==> config.mk <==
export PLATFORM = sky130hd
export DESIGN_NAME = mem_bus_arbiter
export DESIGN_NICKNAME = d
export VERILOG_FILES = /design/src/rtl/mem_bus_arbiter_pkg.sv /design/src/rtl/mem_bus_arbiter.sv
export SDC_FILE = /design/constraint.sdc
export NUM_CORES = 1
export LEC_CHECK = 0
export ABC_AREA = 1
export ABC_CLOCK_PERIOD_IN_PS = 4100
export CORE_MARGIN = 10
export CORE_UTILIZATION = 36
export CTS_CLUSTER_DIAMETER = 200
export DETAILED_ROUTE_END_ITERATION = 8
export GPL_TIMING_DRIVEN = 0
export PLACE_DENSITY = 0.95
export SLEW_MARGIN = 40
export SYNTH_ARGS = -nofsm -noshare
export SYNTH_HDL_FRONTEND = slang
export SYNTH_SLANG_ARGS = --single-unit
==> constraint.sdc <==
create_clock -name clk -period 4.1 [get_ports clk]
set_clock_uncertainty 0.2 [all_clocks]
set_input_delay 0.41 -clock clk [delete_from_list [all_inputs] [get_ports clk]]
set_output_delay 0.41 -clock clk [all_outputs]
set_load 0.02 [all_outputs]
==> src/rtl/mem_bus_arbiter_pkg.sv <==
// Bus geometry shared by the memory arbiter, the system top and the I/O port logic.
package mem_bus_arbiter_pkg;

  localparam int BUS_ADDR_W = 16;
  localparam int BUS_DATA_W = 8;
  localparam logic [BUS_ADDR_W-1:0] BUS_IO_ADDR = 16'hBFFC;

  // Wide enough for any burst limit up to 15.
  localparam int BURST_CNT_W = 4;

endpackage

==> src/rtl/mem_bus_arbiter.sv <==
// Shares one synchronous-read memory between the 6502 core and a DMA master,
// decodes the I/O port and bounds DMA bursts so the CPU always gets a cycle.
module mem_bus_arbiter
  import mem_bus_arbiter_pkg::*;
#(
  parameter int                ADDR_W    = BUS_ADDR_W,
  parameter int                DATA_W    = BUS_DATA_W,
  parameter logic [ADDR_W-1:0] IO_ADDR   = BUS_IO_ADDR,
  parameter int                MAX_BURST = 4
) (
  input  logic              clk,
  input  logic              reset,
  input  logic [ADDR_W-1:0] cpu_address,
  input  logic [ADDR_W-1:0] cpu_address_next,
  input  logic              cpu_write,
  input  logic [DATA_W-1:0] cpu_data_o,
  output logic [DATA_W-1:0] cpu_data_i,
  output logic              cpu_ready,
  input  logic              dma_req,
  input  logic              dma_write,
  input  logic [ADDR_W-1:0] dma_addr,
  input  logic [DATA_W-1:0] dma_wdata,
  output logic              dma_gnt,
  output logic              dma_rvalid,
  output logic [DATA_W-1:0] dma_rdata,
  output logic [ADDR_W-1:0] mem_addr_r,
  output logic [ADDR_W-1:0] mem_addr_w,
  output logic              mem_we,
  output logic [DATA_W-1:0] mem_di,
  input  logic [DATA_W-1:0] mem_do,
  output logic              io_cs,
  input  logic [DATA_W-1:0] io_rdata
);

  logic                   own_dma;
  logic [BURST_CNT_W-1:0] burst_cnt;
  logic [ADDR_W-1:0]      dma_addr_q;
  logic [DATA_W-1:0]      dma_wdata_q;
  logic                   dma_write_q;
  logic                   nxt_dma;
  logic                   io_hit;

  assign nxt_dma = reset & dma_req & (burst_cnt < BURST_CNT_W'(MAX_BURST));
  assign dma_gnt = nxt_dma;

  // On the last stalled cycle the CPU's pending address is presented, so the
  // CPU cycle that follows a burst already has its read data.
  assign mem_addr_r = nxt_dma ? dma_addr : cpu_address_next;

  always_ff @(posedge clk or negedge reset) begin
    if (!reset) begin
      own_dma     <= 1'b0;
      burst_cnt   <= '0;
      dma_addr_q  <= '0;
      dma_wdata_q <= '0;
      dma_write_q <= 1'b0;
    end else begin
      own_dma   <= nxt_dma;
      burst_cnt <= nxt_dma ? burst_cnt + BURST_CNT_W'(1) : '0;
      if (nxt_dma) begin
        dma_addr_q  <= dma_addr;
        dma_wdata_q <= dma_wdata;
        dma_write_q <= dma_write;
      end
    end
  end

  // Reset qualifies the CPU-side strobes so nothing reaches memory or I/O while held.
  assign io_hit = reset & ~own_dma & (cpu_address == IO_ADDR);

  always_comb begin
    cpu_ready  = ~own_dma;
    io_cs      = io_hit;
    cpu_data_i = io_hit ? io_rdata : mem_do;
    dma_rdata  = mem_do;
    if (own_dma) begin
      mem_we     = dma_write_q;
      mem_addr_w = dma_addr_q;
      mem_di     = dma_wdata_q;
      dma_rvalid = ~dma_write_q;
    end else begin
      mem_we     = reset & cpu_write & ~io_hit;
      mem_addr_w = cpu_address;
      mem_di     = cpu_data_o;
      dma_rvalid = 1'b0;
    end
  end

endmodule
======== Word-level counts from Yosys, hierarchy flattened ========
Index checks and enable logic that the tools add are counted.
word-level totals
  output and inout port bits .............. 61
  input port bits ......................... 85
  register bits after elaboration ......... 30
  word-level logic and storage cells ...... 24
operators by class
  multiplexer cells ....................... 7
  bitwise gates (word level) .............. 9
  $add $sub $neg .......................... 1
  order comparisons ....................... 1
  eq/ne operators ......................... 1
operator list
  operator              number
  $mux 16               2
  $eq 16x16->1 const B  1
  $mux 8                2
  $and 1x1->1           6
  $add 4x1->4 const B   1
  $lt 4x3->1 const B    1
  $mux 4                1
  $not 1->1             3
  $mux 1                2

======== Depth between registers and ports, before layout ========
Gate-level depths: netlist (run 1).
  depth after elaboration ................. 6
  gate-level depth with buffers ........... 7
  gate-level depth less buffers ........... 7

======== Worst setup path before layout (run 1) ========
No wires, ideal clock.
  kind .................................... register to output
  start ................................... reg own_dma
  end ..................................... out mem_we
  stages on the path, launching flop included .. 7
  required time ........................... 3.490 ns
  path buffers ............................ 1
  data arrival time ....................... 1.320 ns
  path slack .............................. 2.170 ns
  cell sequence ........................... dfrtp_1 > buf_2 > inv_2 > nand2_1 > inv_2 > nand2_1 > o21ai_0
between the ends
  word-level cells in the longest chain between the ends .. 6
ends and longest elaborated chain
  item                       line                   RTL
  from (decl)                mem_bus_arbiter.sv:35  logic own_dma;
  from (signal assigned)     mem_bus_arbiter.sv:58  own_dma <= nxt_dma;
  $not 1->1                  mem_bus_arbiter.sv:69  assign io_hit = reset & ~own_dma & (cpu_address == IO_ADDR);
  $and 1x1->1 (2 in series)  mem_bus_arbiter.sv:69
  $not 1->1                  mem_bus_arbiter.sv:82  mem_we = reset & cpu_write & ~io_hit;
  $and 1x1->1                mem_bus_arbiter.sv:82
  $mux 1 *                   mem_bus_arbiter.sv:76  if (own_dma) begin
  to (decl)                  mem_bus_arbiter.sv:28  output logic mem_we,
Every way passes the cells marked *; elsewhere a longest branch is shown, timed or not.

======== Worst setup path after layout (run 1) ========
  start ................................... in reset
  end ..................................... out mem_addr_r[1]
between the ends
  word-level cells in the longest chain between the ends .. 3
ends and longest elaborated chain
  item                       line                   RTL
  from (decl)                mem_bus_arbiter.sv:12  input logic reset,
  $and 1x1->1 (2 in series)  mem_bus_arbiter.sv:43  assign nxt_dma = reset & dma_req & (burst_cnt < BURST_CNT_W'(MAX_BURST));
  $mux 16                    mem_bus_arbiter.sv:48  assign mem_addr_r = nxt_dma ? dma_addr : cpu_address_next;
  to (decl)                  mem_bus_arbiter.sv:26  output logic [ADDR_W-1:0] mem_addr_r,
Every way passes these cells.

==> results of run 1 <==
==> cells by family after synthesis <==
logic type / after synthesis / share of synthesized area
compound gates: 28 / 0.07562
simple gates: 181 / 0.3856
buf+inv: 46 / 0.1249
fa+ha+maj: 1 / 0.006751
other cells: 1 / 0.002024
flops: 30 / 0.4051
==> flip-flops by register name, summed over array words and instances, names as in the netlist <==
signal	count
dma_addr_q	16
dma_wdata_q	8
burst_cnt	4
dma_write_q	1
own_dma	1
==> worst max-delay path: stages <==
cell and delay, ns:
dlygate4sd3_1 0.53, buf_2 0.55, nand3_2 0.27, inv_2 0.11, buf_6 0.15, buf_6 0.15
nand2_1 0.07, nand2_1 0.06, clkdlybuf4s50_1 0.62
==> layout make-up <==
type / instances / area, um^2
Clock buffer: 7 / 86.33
Tap cell: 70 / 87.58
Buffer: 20 / 133.9
Inverter: 26 / 97.59
Multi-Input combinational cell: 211 / 870.8
Sequential cell: 30 / 750.7
Clock inverter: 1 / 5.005
Fill cell: 408 / 1554
Timing Repair Buffer: 146 / 1456
==> how the worst min path moves through the flow <==
stage,to,slack (ns),depth (start not counted),startpoint
floorplan,burst_cnt[0]$_DFF_PN0_,-0.09,0,reset
global placement,burst_cnt[0]$_DFF_PN0_,0.22,1,burst_cnt[0]$_DFF_PN0_
detailed placement,burst_cnt[0]$_DFF_PN0_,0.23,1,burst_cnt[0]$_DFF_PN0_
CTS,burst_cnt[0]$_DFF_PN0_,0.23,1,burst_cnt[0]$_DFF_PN0_
global route,burst_cnt[0]$_DFF_PN0_,0.28,1,burst_cnt[0]$_DFF_PN0_
finish,burst_cnt[0]$_DFF_PN0_,0.23,1,burst_cnt[0]$_DFF_PN0_
==> cell usage in the layout, fill, tap and decap left out <==
cell type | Yosys | routed
buf_2 | 5 | 6
buf_4 | 8 | 8
buf_6 | 3 | 3
clkbuf_1 | 4 | 5
clkbuf_8 | 0 | 6
clkdlybuf4s50_1 | 0 | 144
clkinv_2 | 0 | 1
conb_1 | 1 | 1
dfrtp_1 | 30 | 30
dlygate4sd3_1 | 0 | 1
ha_1 | 1 | 1
inv_1 | 23 | 23
inv_2 | 3 | 3
nand2_1 | 157 | 157
nand3_1 | 8 | 8
nand3_2 | 1 | 1
nand3_4 | 1 | 1
nand4_1 | 1 | 1
nor2_1 | 12 | 12
nor2_2 | 1 | 1
o21ai_0 | 28 | 28
==> routing by layer <==
metal | vias to the layer above | global-route usage | wire length (um)
li1 | 1173 | - | -
met1 | 1006 | 0.1804 | 2900
met2 | 116 | 0.3270 | 3733
met3 | 20 | 0.06031 | 701
met4 | 0 | 0.08226 | 276
met5 | - | 0 | 0
==> power by group <==
group / switching [mW] / internal (mW)
Clock: 0.101 / 0.135
Sequential: 0.0165 / 0.338
Combinational: 0.165 / 0.178
==> timing repair <==
item | CTS | global route
hold buffers | 1 | 0
hold endpoints to repair | 22 | 0
setup endpoints to repair | 0 | 0
==> metrics, run 1 <==
worst-margin pin slew=0.6765 ns; GR Util All Layers=0.1793; via count=2,315; final core utilization=0.6918; Hold Path Class=flop to flop; num ports=146; crit end category=output port; CTS sink count=30; Avg Inst Size Synth=6.457 um^2; Final Slew Violations=0; critical path launch point=reset; Tcrit/Tclk final=0.8650; htree depth=2; Post-synth EDFFs=0; initial drt markers=87; Placed Cells=~500; synth unique cells=17; Finished Layout Cells=about 500; Max clock buf depth=2; FF-to-FF setup slack=about 2.7 ns; final worst slack=0.5535 ns; Worst Path Arrival=about 2.9 ns; crit path kind=input port to output port; routed vias/inst=4.530; CTS tree=done; Post-Syn Nets=between 300 and 400; Yosys warning total=0; worst vdd ir=approximately 0.2 mV; num rows=26; Max FO, Critical Path=32; post-route ant nets=0; post-route cell area=3488 um^2; share of synthesized registers carrying an async set or reset=1.000; Core Box Area=5042 um^2; CP endpoint=mem_addr_r[1]; global-route wire length before repair=between 10,000 and 15,000 um; run status=completed; Peak Freq=approximately 280 MHz; Mapped Area=roughly 1900 um^2; r2r startpoint=burst_cnt[2]$_DFF_PN0_; final net count=526; Final Hold Viols=0; cell with the most instances after synthesis=nand2_1; Die Y-Extent=slightly above 90 um; placed inst area=3387 um^2; global route overflow=0; Starting Density=0.3675; main flop type after synthesis=dfrtp_1; post_cts resized=0; Max-slew headroom=0.5490; Num CTS Buffers=5; clock root buffer=clkbuf_8; I/O Buffers=approximately 150; Die W=just over 90 um; minimum clock period=3.547 ns; vias in the first global route=between 2k and 2.5k; WL per Instance=14.90 um; Synth Register Bits=30; Min Hold Slack=~0.23 ns; Final setup viols=0; routability cong.=0.8101; pre-CTS WS=between 1 and 1.5 ns; Leakage=1.737 nW; Worst Path Required=3.49 ns; PD cells=267.3 nW/um^2; HPWL after DPL=around 6500 um; cell count after synthesis=287; Startpoint Class=input port; Post-CTS Setup Repair Bufs=0; initial antenna violation count=0; reg2reg end=dma_addr_q[9]$_DFFE_PN0P_; Die ar.=around 8400 um^2; drt pass-1 iters=4; RSZ-0062 raised after global routing=no; Post-synth top cells=nand2_1, dfrtp_1, o21ai_0, inv_1, nor2_1; layout cell share with drive strength beyond 1=0.06803; Inserted Diodes=0; area leader, netlist=dfrtp_1; Synth area leaders=dfrtp_1, nand2_1, o21ai_0; DRC=0; largest net degree at the start of global routing=33; Clock transition at path regs=0.06 ns; maxcap violations=0; reg2reg path depth=6; post-synth top area share=0.4051; Pwr Total=a little over 0.9 mW; final WL=7612 um; Post-Route Setup TNS=0 ns; insertion delay to the later sink of the worst-skew pair=0.27 ns; post-synthesis sequential area ratio=0.4051; Layout area overhead=88.25%
Note: power is estimated with default switching activity, not from simulation.
==> inputs of run 2 (changes only) <==
--- a/config.mk
+++ b/config.mk
@@ -12,7 +12,7 @@
 export CTS_CLUSTER_DIAMETER = 200
 export DETAILED_ROUTE_END_ITERATION = 8
 export GPL_TIMING_DRIVEN = 0
-export PLACE_DENSITY = 0.95
+export PLACE_DENSITY = 0.86
 export SLEW_MARGIN = 40
 export SYNTH_ARGS = -nofsm -noshare
 export SYNTH_HDL_FRONTEND = slang
==> metrics, run 2 (same netlist as run 1, synthesis figures left out) <==
CTS Hold Bufs=0; RSZ-0062 raised after global routing=no; global route overflow=0; PD cells=roughly 280 nW/um^2; insertion delay to the later sink of the worst-skew pair=about 0.27 ns; via count=between 2k and 2.5k; CP delay by family, top=buffers and inverters; largest net degree at the start of global routing=33; Tcrit/Tclk final=0.7394; Inserted Diodes=0; clock root buffer=clkbuf_8; routability cong.=~0.80; Die ar.=8417 um^2; initial drt markers=89; post-route ant nets=0; Final Hold Viols=30; Peak Freq=329.8 MHz; maxcap violations=0; reg2reg path depth=7; Max clock buf depth=2; crit end category=output port; Post-Route Setup TNS=0 ns; Max FO, Critical Path=32; Post-CTS Setup Repair Bufs=0; HPWL after DPL=between 6000 and 7000 um; most frequent cells in the layout=nand2_1, clkdlybuf4s50_1, dfrtp_1, o21ai_0, inv_1; global-route wire length before repair=11,650 um; FF-to-FF setup slack=between 2 and 3 ns; layout cell share with drive strength beyond 1=0.07045; most common cell after layout, fill and taps aside=nand2_1; final net count=about 530; num rows=26; Clock transition at path regs=about 0.060 ns; run status=finished with violations; DRC=0; worst vdd ir=0.2014 mV; Max-slew headroom=0.5191; Min Hold Slack=-0.01196 ns; Layout area overhead=88.72%; CP max stage delay=~0.62 ns; vias in the first global route=approximately 2.3k; max reg flops=16; Num CTS Buffers=5; crit path kind=input port to output port; Core Box Area=slightly above 5000 um^2; r2r startpoint=burst_cnt[2]$_DFF_PN0_; Starting Density=0.3675; reg2reg end=dma_addr_q[14]$_DFFE_PN0P_; violated checks=negative hold slack; Hold Path Class=input port to async pin; Leakage=roughly 1.7 nW; Slowest cell on crit path=clkdlybuf4s50_1; GR Util All Layers=0.1712; CTS tree=done; post_cts resized=0; Final Slew Violations=0; Worst Path Arrival=~2.4 ns; initial antenna violation count=0; final WL=7575 um; Final setup viols=0; critical-path cell list=buf_2 > nand3_2 > inv_2 > buf_6 > buf_6 > nand2_1 > nand2_1 > clkdlybuf4s50_1; CP bufs+invs=5; Top Registers=dma_addr_q (16), dma_wdata_q (8), burst_cnt (4); Startpoint Class=input port; Die Y-Extent=slightly above 90 um; num ports=146; Top reg by flops=dma_addr_q; WL per Instance=roughly 15 um; drt pass-1 iters=4; Pwr Total=about 0.97 mW; Worst Path Required=3.49 ns; minimum clock period=slightly above 3 ns; htree depth=2; routed vias/inst=4.478; worst-margin pin slew=roughly 0.72 ns; CTS sink count=30; I/O Buffers=about 150; Die W=~92 um
run 2: cell type report:
class                           instances  area (um^2)
Buffer                                 20        133.9
Sequential cell                        30        750.7
Tap cell                               70        87.58
Clock buffer                            8        110.1
Timing Repair Buffer                  145         1446
Inverter                               26        97.59
Multi-Input combinational cell        211        870.8
Fill cell                             456         1545
run 2: how the worst max path moves through the flow:
stage / from / to / slack [ns] / depth (start not counted)
final: reset / mem_addr_r[0] / 1.07 / 8
after global routing: reset / mem_addr_r[6] / 0.83 / 8
after CTS: reset / mem_addr_r[0] / 1.02 / 8
after detailed placement: reset / mem_addr_r[0] / 1.02 / 8
after global placement: reset / mem_addr_r[0] / 0.09 / 8
after floorplan: own_dma$_DFF_PN0_ / mem_we / 2.17 / 6
run 2: power by group:
part | internal, mW | switching, mW
Sequential | 0.338 | 0.0177
Clock | 0.169 | 0.106
Combinational | 0.178 | 0.161
run 2: metal layers:
layer / vias to the layer above / global-route usage / routed length [um]
li1: 1163 / - / -
met3: 8 / 0.05297 / 573
met5: - / 0 / 0
met1: 1024 / 0.1750 / 2976
met2: 89 / 0.3241 / 3907
met4: 0 / 0.05270 / 118
run 2: worst reg2reg max path, stage by stage (launching register included):
cell     delay, ns
dfrtp_1       0.36
nor2_1        0.12
nand3_2       0.13
inv_2         0.11
buf_6         0.14
buf_6         0.15
nand2_1       0.09
nand2_1       0.07
run 2: per-stage QoR:
step	hold WS, ns	cells	setup slack, ns	util	cell area [um^2]
2_1_floorplan	-0.08559	287	2.170	-	1853
3_3_place_gp	0.2213	502	0.09402	0.6727	3392
3_5_place_dp	0.2433	502	1.021	0.6717	3387
4_1_cts	0.0008153	510	1.020	0.6935	3497
5_1_grt	0.02483	510	0.8336	0.6935	3497
6_report	-0.01196	510	1.068	0.6935	3497
==> inputs of run 3 (changes only) <==
--- a/config.mk
+++ b/config.mk
@@ -6,13 +6,13 @@
 export NUM_CORES = 1
 export LEC_CHECK = 0
 export ABC_AREA = 1
-export ABC_CLOCK_PERIOD_IN_PS = 4100
+export ABC_CLOCK_PERIOD_IN_PS = 2900
 export CORE_MARGIN = 10
-export CORE_UTILIZATION = 36
+export CORE_UTILIZATION = 33
 export CTS_CLUSTER_DIAMETER = 200
 export DETAILED_ROUTE_END_ITERATION = 8
 export GPL_TIMING_DRIVEN = 0
-export PLACE_DENSITY = 0.86
+export PLACE_DENSITY = 0.8
 export SLEW_MARGIN = 40
 export SYNTH_ARGS = -nofsm -noshare
 export SYNTH_HDL_FRONTEND = slang
==> constraint.sdc (replaced) <==
create_clock -name clk -period 2.9 [get_ports clk]
set_clock_uncertainty 0.2 [all_clocks]
set_input_delay 0.29 -clock clk [delete_from_list [all_inputs] [get_ports clk]]
set_output_delay 0.29 -clock clk [all_outputs]
set_load 0.02 [all_outputs]
==> metrics, run 3 (same netlist as run 1, synthesis figures left out) <==
Post-CTS Setup Repair Bufs=0; Worst Path Required=2.41 ns; crit path kind=input port to output port; I/O Buffers=approximately 150; via count=about 2.3k; Die W=94.94 um; htree depth=2; pre-CTS WS=0.04258 ns; Final Hold Viols=0; Tcrit/Tclk final=0.9455; WL per Instance=roughly 14 um; worst vdd ir=approximately 0.37 mV; insertion delay to the later sink of the worst-skew pair=approximately 0.26 ns; drt pass-1 iters=5; CTS tree=done; Peak Freq=364.7 MHz; Starting Density=0.3386; num ports=146; final net count=527; Top reg by flops=dma_addr_q; global-route wire length before repair=11,230 um; layout cell share with drive strength beyond 1=0.07029; Hold Startpoint=burst_cnt[0]$_DFF_PN0_; r2r startpoint=burst_cnt[2]$_DFF_PN0_; initial antenna violation count=0; final WL=7378 um; largest net degree at the start of global routing=31; Layout area overhead=89.33%; max reg flops=16; CP bufs+invs=2; CTS sink count=30; Hold EP=burst_cnt[0]$_DFF_PN0_; Inserted Diodes=0; PD cells=between 300 and 400 nW/um^2; vias in the first global route=2,275; Die Y-Extent=approximately 95 um; Final setup viols=0; Post-Route Setup TNS=0 ns; Num CTS Buffers=5; Top Registers=dma_addr_q (16), dma_wdata_q (8), burst_cnt (4); global route overflow=0; GR Util All Layers=0.1550; routability cong.=roughly 0.8; most frequent cells in the layout=nand2_1, clkdlybuf4s50_1, dfrtp_1, o21ai_0, inv_1; Worst Path Arrival=approximately 2.3 ns; Core Box Area=approximately 5500 um^2; Placed Cells=504; Max clock buf depth=2; maxcap violations=0; post-route cell area=approximately 3500 um^2; Final Slew Violations=0; critical-path cell list=clkdlybuf4s50_1 > nand2_1 > nor2_1 > nand2_1 > nor2_2 > nand3_1 > nand2_1 > clkdlybuf4s50_1; final worst slack=around 0.16 ns; clock root buffer=clkbuf_8; crit end category=output port; Startpoint Class=input port; FF-to-FF setup slack=1.47 ns; HPWL after DPL=~6300 um; initial drt markers=about 110; DRC=0; Hold Path Class=flop to flop; reg2reg path depth=7; most common cell after layout, fill and taps aside=nand2_1; Leakage=about 1.8 nW; num rows=27; minimum clock period=2.742 ns; CP delay by family, top=buffers and inverters; CP most frequent cell=nand2_1; Max FO, Critical Path=9; post-route ant nets=0; placed inst area=roughly 3400 um^2; Finished Layout Cells=around 500; reg2reg end=dma_addr_q[14]$_DFFE_PN0P_; RSZ-0062 raised after global routing=no; Die ar.=roughly 9000 um^2; run status=completed; hold depth=1; routed vias/inst=4.499; Min Hold Slack=about 0.23 ns; Clock transition at path regs=~0.050 ns; Slowest cell on crit path=clkdlybuf4s50_1; CP max stage delay=0.61 ns
[run 3: metal layers]
layer / track usage / up-vias / part of all wire
met5: 0 / - / 0
met4: 0.02993 / 0 / 0.0053
met3: 0.03886 / 2 / 0.096
met2: 0.2826 / 100 / 0.50
met1: 0.1789 / 1036 / 0.40
li1: - / 1170 / -
[run 3: worst reg2reg max path: cells and delay by family, from the launching register on]
kind / cells / cell delay [ns]
and+or+nand+nor: 4 / 0.44
buffers and inverters: 3 / 0.38
DFF: 1 / 0.35
[run 3: worst max path at each step]
stage                            from             end  cells past startpoint
floorplan           own_dma$_DFF_PN0_          mem_we                      6
global placement                reset  mem_addr_r[14]                      8
detailed placement              reset  mem_addr_r[14]                      8
CTS                             reset   mem_addr_r[4]                      7
global route          cpu_address[13]   cpu_data_i[2]                      8
finish                 cpu_address[2]   cpu_data_i[2]                      8
[run 3: where the power goes]
group | leakage, nW | internal [mW] | switching, mW
Combinational | 1.37 | 0.254 | 0.226
Clock | 0.0383 | 0.165 | 0.129
Sequential | 0.376 | 0.477 | 0.0231
[run 3: layout make-up]
class / instances / area (um^2)
inverters: 26 / 97.59
clock buffers: 7 / 76.32
fillers: 509 / 1964
multi-input cells: 211 / 870.8
flip-flops and latches: 30 / 750.7
repair buffers: 147 / 1486
plain buffers: 20 / 136.4
well taps: 72 / 90.09
[run 3: what timing repair did]
action,CTS,global route
setup endpoints to repair,0,16
gates resized for setup,0,8
hold buffers,2,0
hold endpoints to repair,30,0
[run 3: through the flow]
step,utilization,power [mW]
CTS,0.6388,1.290
finish,0.6411,1.275
detailed placement,0.6193,0.9883
floorplan,-,0.7069
global placement,0.6203,0.9810
global route,0.6411,1.349
